$ cat config.mk
export PLATFORM = sky130hd
export DESIGN_NAME = pixel_frame_buffer
export DESIGN_NICKNAME = d
export VERILOG_FILES = /design/src/rtl/pixel_pkg.sv /design/src/rtl/pixel_frame_buffer_ring_ptr.sv /design/src/rtl/pixel_frame_buffer.sv
export SDC_FILE = /design/constraint.sdc
export NUM_CORES = 2
export LEC_CHECK = 0
export CAP_MARGIN = 30
export CORE_UTILIZATION = 50
export DETAILED_ROUTE_END_ITERATION = 12
export GPL_ROUTABILITY_DRIVEN = 0
export PLACE_DENSITY = 0.66
export SETUP_SLACK_MARGIN = 0.1
export SLEW_MARGIN = 40
export SYNTH_ARGS = -nofsm -noshare
export SYNTH_HDL_FRONTEND = slang
export SYNTH_SLANG_ARGS = --single-unit
$ cat constraint.sdc
create_clock -name clk -period 3.7 [get_ports clk]
set_input_delay 0.37 -clock clk [delete_from_list [all_inputs] [get_ports clk]]
set_output_delay 0.37 -clock clk [all_outputs]
set_load 0.01 [all_outputs]
$ cat src/rtl/pixel_pkg.sv
// Shared types and constants for the pixel frame buffer.
// A frame is 12x12 pixels of PIXEL_W bits, packed two pixels per byte.
package pixel_pkg;

  localparam int FRAME_BYTES = 72;
  localparam int PIXEL_W     = 4;

  typedef enum logic [1:0] {
    PB_IDLE = 2'd0,
    PB_LOAD = 2'd1,
    PB_RUN  = 2'd2
  } pb_state_t;

  // One buffer entry: pixel 2k+1 in the high nibble, pixel 2k in the low nibble.
  typedef struct packed {
    logic [PIXEL_W-1:0] hi;
    logic [PIXEL_W-1:0] lo;
  } pix_pair_t;

endpackage

$ cat src/rtl/pixel_frame_buffer_ring_ptr.sv
// Wrapping pointer counter: counts 0..NUM-1 and wraps to 0.
// clr has priority over inc so a clear and an advance in the same cycle yield 0.
module ring_ptr #(
  parameter int NUM = 72,
  parameter int W   = 7
) (
  input  logic         clk,
  input  logic         rst,
  input  logic         clr,
  input  logic         inc,
  output logic [W-1:0] ptr
);

  localparam logic [W-1:0] LAST_IDX = W'(NUM - 1);
  localparam logic [W-1:0] ONE      = {{(W-1){1'b0}}, 1'b1};
  localparam logic [W-1:0] ZERO     = {W{1'b0}};

  logic [W-1:0] ptr_r;

  // Pointer register: reset/clear to zero, otherwise advance with wrap on inc.
  always_ff @(posedge clk) begin
    if (rst) begin
      ptr_r <= ZERO;
    end else if (clr) begin
      ptr_r <= ZERO;
    end else if (inc) begin
      ptr_r <= (ptr_r == LAST_IDX) ? ZERO : (ptr_r + ONE);
    end else begin
      ptr_r <= ptr_r;
    end
  end

  assign ptr = ptr_r;

endmodule

$ cat src/rtl/pixel_frame_buffer.sv
// Pixel frame buffer: loads one 72-byte frame from the host, then presents a
// rotating two-byte window to the network controller until network_done.
// Optional rotation check enabled by defining PIXEL_FRAME_BUFFER_ROTCHK_EN,
// which adds the sticky rot_err output.
module pixel_frame_buffer
  import pixel_pkg::*;
#(
  parameter int NUM_BYTES = FRAME_BYTES,
  parameter int PTR_W     = 7
) (
  input  logic       clk,
  input  logic       rst,
  input  logic       pix_valid,
  input  logic [7:0] pix_byte,
  output logic       pix_ready,
  input  logic       data_ready,
  input  logic       network_done,
  input  logic       shift_network,
  output logic       write_en,
  output logic [7:0] pixel_data1,
  output logic [7:0] pixel_data2,
`ifdef PIXEL_FRAME_BUFFER_ROTCHK_EN
  output logic       rot_err,
`endif
  output logic       frame_busy
);

  localparam logic [PTR_W-1:0] LAST_IDX = PTR_W'(NUM_BYTES - 1);
  localparam logic [PTR_W-1:0] ONE      = {{(PTR_W-1){1'b0}}, 1'b1};
  localparam logic [PTR_W-1:0] ZERO     = {PTR_W{1'b0}};

  pb_state_t          state_r;
  logic               write_en_r;
  logic               frame_busy_r;
  pix_pair_t          buf_r [NUM_BYTES];

  logic               pix_ready_s;
  logic               accept_s;
  logic               in_run_s;
  logic               rd_inc_s;
  logic               rd_clr_s;
  logic [PTR_W-1:0]   wr_ptr_s;
  logic [PTR_W-1:0]   rd_ptr_s;
  logic [PTR_W-1:0]   rd_nxt_s;

  // Host handshake: new frames only when idle and the controller is ready;
  // during a load every offered byte is taken; nothing is taken while running.
  always_comb begin
    pix_ready_s = 1'b0;
    case (state_r)
      PB_IDLE: pix_ready_s = data_ready;
      PB_LOAD: pix_ready_s = 1'b1;
      PB_RUN:  pix_ready_s = 1'b0;
      default: pix_ready_s = 1'b0;
    endcase
  end

  assign accept_s = pix_valid && pix_ready_s;
  assign in_run_s = (state_r == PB_RUN);
  // network_done beats shift_network because clear has priority in ring_ptr.
  assign rd_clr_s = in_run_s && network_done;
  assign rd_inc_s = in_run_s && shift_network;

  // Write pointer sits at 0 in IDLE, so the first byte lands in entry 0 and
  // the 72nd accept wraps it back to 0 ready for the next frame.
  ring_ptr #(.NUM(NUM_BYTES), .W(PTR_W)) u_wr_ptr (
    .clk (clk),
    .rst (rst),
    .clr (1'b0),
    .inc (accept_s),
    .ptr (wr_ptr_s)
  );

  ring_ptr #(.NUM(NUM_BYTES), .W(PTR_W)) u_rd_ptr (
    .clk (clk),
    .rst (rst),
    .clr (rd_clr_s),
    .inc (rd_inc_s),
    .ptr (rd_ptr_s)
  );

  // Frame sequencing and the registered write_en / frame_busy flags.
  always_ff @(posedge clk) begin
    if (rst) begin
      state_r      <= PB_IDLE;
      write_en_r   <= 1'b0;
      frame_busy_r <= 1'b0;
    end else begin
      case (state_r)
        PB_IDLE: begin
          if (accept_s) begin
            state_r      <= PB_LOAD;
            write_en_r   <= 1'b1;
            frame_busy_r <= 1'b1;
          end else begin
            state_r      <= PB_IDLE;
            write_en_r   <= 1'b0;
            frame_busy_r <= frame_busy_r;
          end
        end
        PB_LOAD: begin
          if (accept_s && (wr_ptr_s == LAST_IDX)) begin
            state_r    <= PB_RUN;
            write_en_r <= 1'b0;
          end else begin
            state_r    <= PB_LOAD;
            write_en_r <= 1'b1;
          end
          frame_busy_r <= 1'b1;
        end
        PB_RUN: begin
          if (network_done) begin
            state_r      <= PB_IDLE;
            frame_busy_r <= 1'b0;
          end else begin
            state_r      <= PB_RUN;
            frame_busy_r <= 1'b1;
          end
          write_en_r <= 1'b0;
        end
        default: begin
          state_r      <= PB_IDLE;
          write_en_r   <= 1'b0;
          frame_busy_r <= 1'b0;
        end
      endcase
    end
  end

  // Frame storage: cleared on reset so the window reads zero, written on accept.
  always_ff @(posedge clk) begin
    if (rst) begin
      for (int i = 0; i < NUM_BYTES; i++) begin
        buf_r[i] <= '{hi: {PIXEL_W{1'b0}}, lo: {PIXEL_W{1'b0}}};
      end
    end else if (accept_s) begin
      buf_r[wr_ptr_s] <= pix_pair_t'(pix_byte);
    end else begin
      buf_r <= buf_r;
    end
  end

  // Second window byte wraps from the last entry back to entry 0.
  always_comb begin
    rd_nxt_s = ZERO;
    if (rd_ptr_s == LAST_IDX) begin
      rd_nxt_s = ZERO;
    end else begin
      rd_nxt_s = rd_ptr_s + ONE;
    end
  end

`ifdef PIXEL_FRAME_BUFFER_ROTCHK_EN
  logic rot_err_r;

  // Sticky flag: frame released with the window not back at entry 0; a new
  // frame's first byte clears it.
  always_ff @(posedge clk) begin
    if (rst) begin
      rot_err_r <= 1'b0;
    end else if ((state_r == PB_IDLE) && accept_s) begin
      rot_err_r <= 1'b0;
    end else if (rd_clr_s && (rd_ptr_s != ZERO)) begin
      rot_err_r <= 1'b1;
    end else begin
      rot_err_r <= rot_err_r;
    end
  end

  assign rot_err = rot_err_r;
`endif

  assign pix_ready   = pix_ready_s;
  assign write_en    = write_en_r;
  assign frame_busy  = frame_busy_r;
  assign pixel_data1 = buf_r[rd_ptr_s];
  assign pixel_data2 = buf_r[rd_nxt_s];

endmodule

Yosys cells after proc, flatten, opt, wreduce, memory -nomap -nowiden
Cells that the tools add are included.
- bitwise logic cells: 3
- reduce and logical (&&, ||, !) cells: 7
- magnitude comparators: 4
- $add $sub $neg: 2
- equal/unequal tests: 5
- muxes and demuxes: 22
- operators by type and width (operator ; count):
    $bwmux 576 ; 1
    $bmux 8 s7 ; 2
    $demux 8 s7 ; 1
    $mux 8 ; 5
    $ge 8x8->1 const B ; 3
    $not 7->8 ; 3
    $add 7x1->7 const B ; 2
    $eq 7x7->1 const B ; 2
    $mux 7 ; 2
    $lt 8x1->1 const B ; 1
    $pmux 2 s3 ; 1
    $logic_and 1x1->1 ; 5
    $mux 1 ; 5
    $mux 2 ; 2
    $pmux 1 s2 ; 2
    $pmux 1 s3 ; 1
    $eq 2x1->1 const B ; 1
    $eq 2x2->1 const B ; 1
    $logic_not 2->1 ; 1
    $ne 2x2->1 const B ; 1
    $reduce_or 2->1 ; 1
- output and inout port bits: 19
- word-level logic and storage cells: 192
- input port bits: 14
- register bits: 594

Logic depth before layout (Yosys ltp)
- word-level depth: 6
- depth in mapped cells: 15
- gate-level depth less buffers: 8

Modules after synthesis
Synthesis repeated with hierarchy kept, for this count alone.
- cell total of the unflattened synthesis: 3777
- area, all modules: 32313.5 sq um
- by module, submodules not included (module ; sequential area each (sq um) ; times used ; cells an instance ; area each (sq um)):
    pixel_frame_buffer ; 11611.1 ; 1 ; 3701 ; 31602.8
    ring_ptr ; 140.1 ; 2 ; 38 ; 355.3

Worst setup path before layout
Ideal clock, no wire load.
- kind: reg-to-output
- start: register u_rd_ptr.ptr_r[0], in the netlist u_rd_ptr.ptr[0]
- end: output port pixel_data2[7]
- arrival time: 2.428 ns
- stages on the path, launching flop included: 14
- buffers on the path: 5
- required time: 3.330 ns
- setup slack: 0.902 ns
- cells stage by stage: dfxtp_1 > ha_1 > buf_2 > and2_1 > buf_2 > a21o_1 > buf_2 > buf_6 > buf_4 > a211oi_1 > nor4_1 > o22ai_1 > nor4_1 > or3_1
- cells in the longest elaborated chain, start to end: 6
- elaborated cells on any way between the ends: 7
- classes of those cells: add/sub (1); eq/ne (1); mux (4); bitwise (1)
- RTL lines (what ; RTL line ; source):
    start: declaration ; pixel_frame_buffer_ring_ptr.sv:18 ; logic [W-1:0] ptr_r;
    start signal: assignment ; pixel_frame_buffer_ring_ptr.sv:27 ; ptr_r <= (ptr_r == LAST_IDX) ? ZERO : (ptr_r + ONE);
    start signal: assignment ; pixel_frame_buffer_ring_ptr.sv:29 ; ptr_r <= ptr_r;
    $add 7x1->7 / $eq 7x7->1 (equally long branches) ; pixel_frame_buffer.sv:149, pixel_frame_buffer.sv:146 ;
    $mux 7 * ; pixel_frame_buffer.sv:146 ; if (rd_ptr_s == LAST_IDX) begin
    $not 7->8 (not written as such) * ; pixel_frame_buffer.sv:177 ; assign pixel_data2 = buf_r[rd_nxt_s];
    $bmux 8 s7 * ; pixel_frame_buffer.sv:177 ;
    $mux 8 (not written as such) * (2 in series) ; pixel_frame_buffer.sv:177 ;
    end: declaration ; pixel_frame_buffer.sv:21 ; output logic [7:0] pixel_data2,
Mark *: on every way between the ends. The rest lies on a longest branch, timed or not. The select of a mux whose other input is x is not followed.

Final worst setup path
Same ends and word-level chain as after synthesis.

==> metrics.cfg <==
[detailed_routing]
wl_per_cell_um = 26.2
drtAntennaViolNets = 0
vias = 33100
vias_per_cell = 6.71
drt_iter0_drc = 5286
postRouteWirelength_um = 129000
drc = 0
drtPass1Iterations = 8

[clocking]
clock_latency_ns = 0.62
cts.htree.levels = 3
cts_num_sinks = 594
cts_buffers = 68
postCtsHoldBufs = 0
path_clk_slew_ns = 0.06
cts_buffer_depth = 3
cts_root_buffer = clkbuf_16
cts_tree = done

[die]
num_io_pins = 33
row_count = 92
die-area_um2 = 65200
die-width_um = 255
die_h_um = 255
initial_core_util = 0.508
core_um2 = 63200

[power_and_ir_drop]
power.internal_mw = 11.0
sequentialPowerShare = 0.449
peakVddDrop_v = 0.000394
clock_power_share = 0.508
p_sw_mw = 3.37
sw_frac_of_total = 0.235
p_leak_nw = 12.6
powerDensity_nw_per_um2 = 355
combPwrFrac = 0.044

[sta]
drv_slew = 0
max_freq_mhz = 252
hold_viol_final = 0
layout_min_cycle_time_ns = 3.97
rsz0062_at_grt = yes
worstMarginPinSlew_ns = 0.862
clock_skew_ns = 0.0293
setup_violations = 16
fin_ws_ns = -0.268
fin_crit_sh = 1.07
relSlewSlack = 0.409
fin_tns_setup_ns = -2.84

[cells_and_area]
fin_util = 0.638
drive_gt1_frac = 0.241
nFillCells = 5078
finalInstanceArea_um2 = 40300
area_growth_pct = 25.7
nNetsFinal = 4048

[run]
drv_cap = 0

[global_route]
antenna_found_initial = 4
grt_use_total = 0.384
grt_max_degree = 160
grt_pass1_wl_um = 194000
grt_overflow = 0
grt_pass1_vias = 30500

[synthesis]
yosys.cell_types.count = 61
synth_mux_area_frac = 0.177
synth_enable_flop_cells = 0
synth_xor_area_frac = 0.00355
synthArstFlopShare = 0
synth_seq_cells = 594
synth_fp_nets = 3952
dominantRegCellSynth = dfxtp_1
synthSimpleGateAreaFrac = 0.202
syn_area_per_cell_um2 = 8.15
synth_compound_area_frac = 0.181
synth_top_family_by_area = simple AND/OR/NAND/NOR gates
yosysWarnings = 0
seq_area_frac_synth = 0.371
synth_area_um2 = 32100
synthCells = 3936
synth-adder-area-share = 0.000780

[worst_setup_path]
cp-end-kind = primary output
crit_fanout = 14
cp.required_ns = 3.33
worstPathArrival_ns = 3.60
startpoint_type = register
critical_path_class = reg2out

[outcome]
outcome = finished with violations
violations = setup timing

[place]
dpl_cell_area_um2 = 34600
hpwl_um = 81100
io_buffers = 32
post-place-ws_ns = -0.585

[min_path]
hold_path.class = in2reg

-- per-layer routing --
metal	vias up	GRT usage	share of wire
li1	14300	-	-
met1	15800	0.519	0.37
met2	2489	0.563	0.43
met3	517	0.0932	0.14
met4	6	0.209	0.061
met5	-	0	0.00028
-- layout by cell type (no fill, tap or decap), types with 7 or more instances in the layout --
master           Yosys  final
nand2_2              0      9
buf_16               0     17
mux2i_1            112    110
clkinv_2             0      9
clkbuf_1           299     11
clkbuf_8             0     20
a211oi_4             0     11
nand2_1            817    806
buf_8                0     10
clkdlybuf4s50_1      0      7
nor4_1              33     12
nor2_2               3      7
a22oi_2              0     10
a211oi_1           169    108
inv_1               86     86
a21oi_2              0     17
dfxtp_1            594    589
clkbuf_16            0     79
o21ai_0            164    160
or3_4                0      7
buf_6               11     47
nand3_2              0      9
o21ai_2              0      8
a211oi_2             0     50
a21oi_1            589    568
buf_2               68     11
nor3b_2              0      7
buf_12               0     70
nor4_4               1      8
nor2_1             136    129
mux4_2             202    202
a22oi_1             29     19
nor4_2               0     14
a41oi_2              1      8
bufbuf_16            0      8
nand3_1            427    418
buf_4               11    264
-- logic make-up (layout without fill, tap and decap cells) --
group | after synthesis | in the layout
adders and majority gates | 2 | 2
DFF | 594 | 594
xor gates and xnor gates | 13 | 13
buffers and inverters | 501 | 648
AOI/OAI and AO/OA | 1022 | 1022
muxes | 315 | 315
and+or+nand+nor | 1489 | 1489
other | 0 | 2
-- cells in the mapped netlist (12+ instances only) --
cell      number  share of area
nand2_1      817          0.096
dfxtp_1      594           0.37
a21oi_1      589          0.092
nand3_1      427          0.067
clkbuf_1     299          0.035
mux4_2       202           0.14
a211oi_1     169          0.040
o21ai_0      164          0.026
nor2_1       136          0.016
mux2i_1      112          0.035
inv_1         86          0.010
buf_2         68          0.011
nor4_1        33         0.0064
a22oi_1       29         0.0068
buf_1         24         0.0028
a41oi_1       14         0.0038
nand2b_1      12         0.0023
-- cell type report --
| type | count | area (um2) | share of cell area |
|---|---|---|---|
| well taps | 846 | 1060 | 0.0262 |
| flip-flops and latches | 594 | 11900 | 0.295 |
| repair buffers | 440 | 5070 | 0.126 |
| clock buffers | 104 | 2140 | 0.0531 |
| clock inverters | 17 | 241 | 0.00599 |
| inverters | 87 | 327 | 0.00810 |
| multi-input cells | 2841 | 19600 | 0.485 |
| diodes | 2 | 5.00 | 0.000124 |
-- registers in the layout, indices dropped and copies added, names as in the netlist --
signal and cells:
buf_r 576, frame_busy 1, state_r 2, u_rd_ptr.ptr 7, u_wr_ptr.ptr 7, write_en 1
-- worst paths after layout --
| check | start | end | slack [ns] | cells after the start |
|---|---|---|---|---|
| setup / recovery | u_rd_ptr.ptr[0]$_SDFFE_PP0P_ | pixel_data2[7] | -0.27 | 15 |
| hold / removal | rst | buf_r[0]$_SDFFE_PP0P_ | 0.20 | 2 |
| setup reg to reg | state_r[0]$_SDFF_PP0_ | buf_r[95]$_SDFFE_PP0P_ | 0.77 | 8 |
| hold reg to reg | buf_r[40]$_SDFFE_PP0P_ | buf_r[40]$_SDFFE_PP0P_ | 0.47 | 2 |
-- per-stage QoR --
| stage | power [mW] | instances | hold WS [ns] |
|---|---|---|---|
| 4_1_cts | 14.3 | 4888 | 0.191 |
| 5_1_grt | 14.6 | 4929 | 0.222 |
| 2_1_floorplan | 6.89 | 3936 | 0.443 |
| 3_5_place_dp | 7.15 | 4689 | 0.460 |
| 3_3_place_gp | 7.15 | 4689 | 0.454 |
| 6_report | 14.3 | 4931 | 0.202 |
-- power by group through the flow --
| stage | Sequential, mW | Clock [mW] | Combinational (mW) |
|---|---|---|---|
| 6_report | 6.42 | 7.27 | 0.623 |
| 5_1_grt | 6.42 | 7.52 | 0.636 |
| 4_1_cts | 6.43 | 7.27 | 0.598 |
| 3_5_place_dp | 6.57 | 0 | 0.587 |
| 3_3_place_gp | 6.57 | 0 | 0.587 |
| 2_1_floorplan | 6.56 | 0 | 0.331 |
-- worst max-delay path, cell delays in order (launching register included) --
cell and delay (ns):
dfxtp_4 0.37, buf_12 0.15, buf_12 0.14, buf_12 0.13, buf_6 0.11, a21oi_4 0.20, buf_12 0.15, buf_12 0.09
buf_12 0.14, buf_4 0.17, nand2_1 0.07, a32oi_2 0.22, a31oi_4 0.15, nor4_4 0.47, or3_4 0.27, buf_6 0.11
-- timing repair --
action / CTS / global route
cloned: 19 / 6
buffers inserted: 62 / 39
resized for setup: 341 / 75
setup endpoints to repair: 16 / 16
pin swaps: 84 / 57
Note: power is estimated with default switching activity, not from simulation.
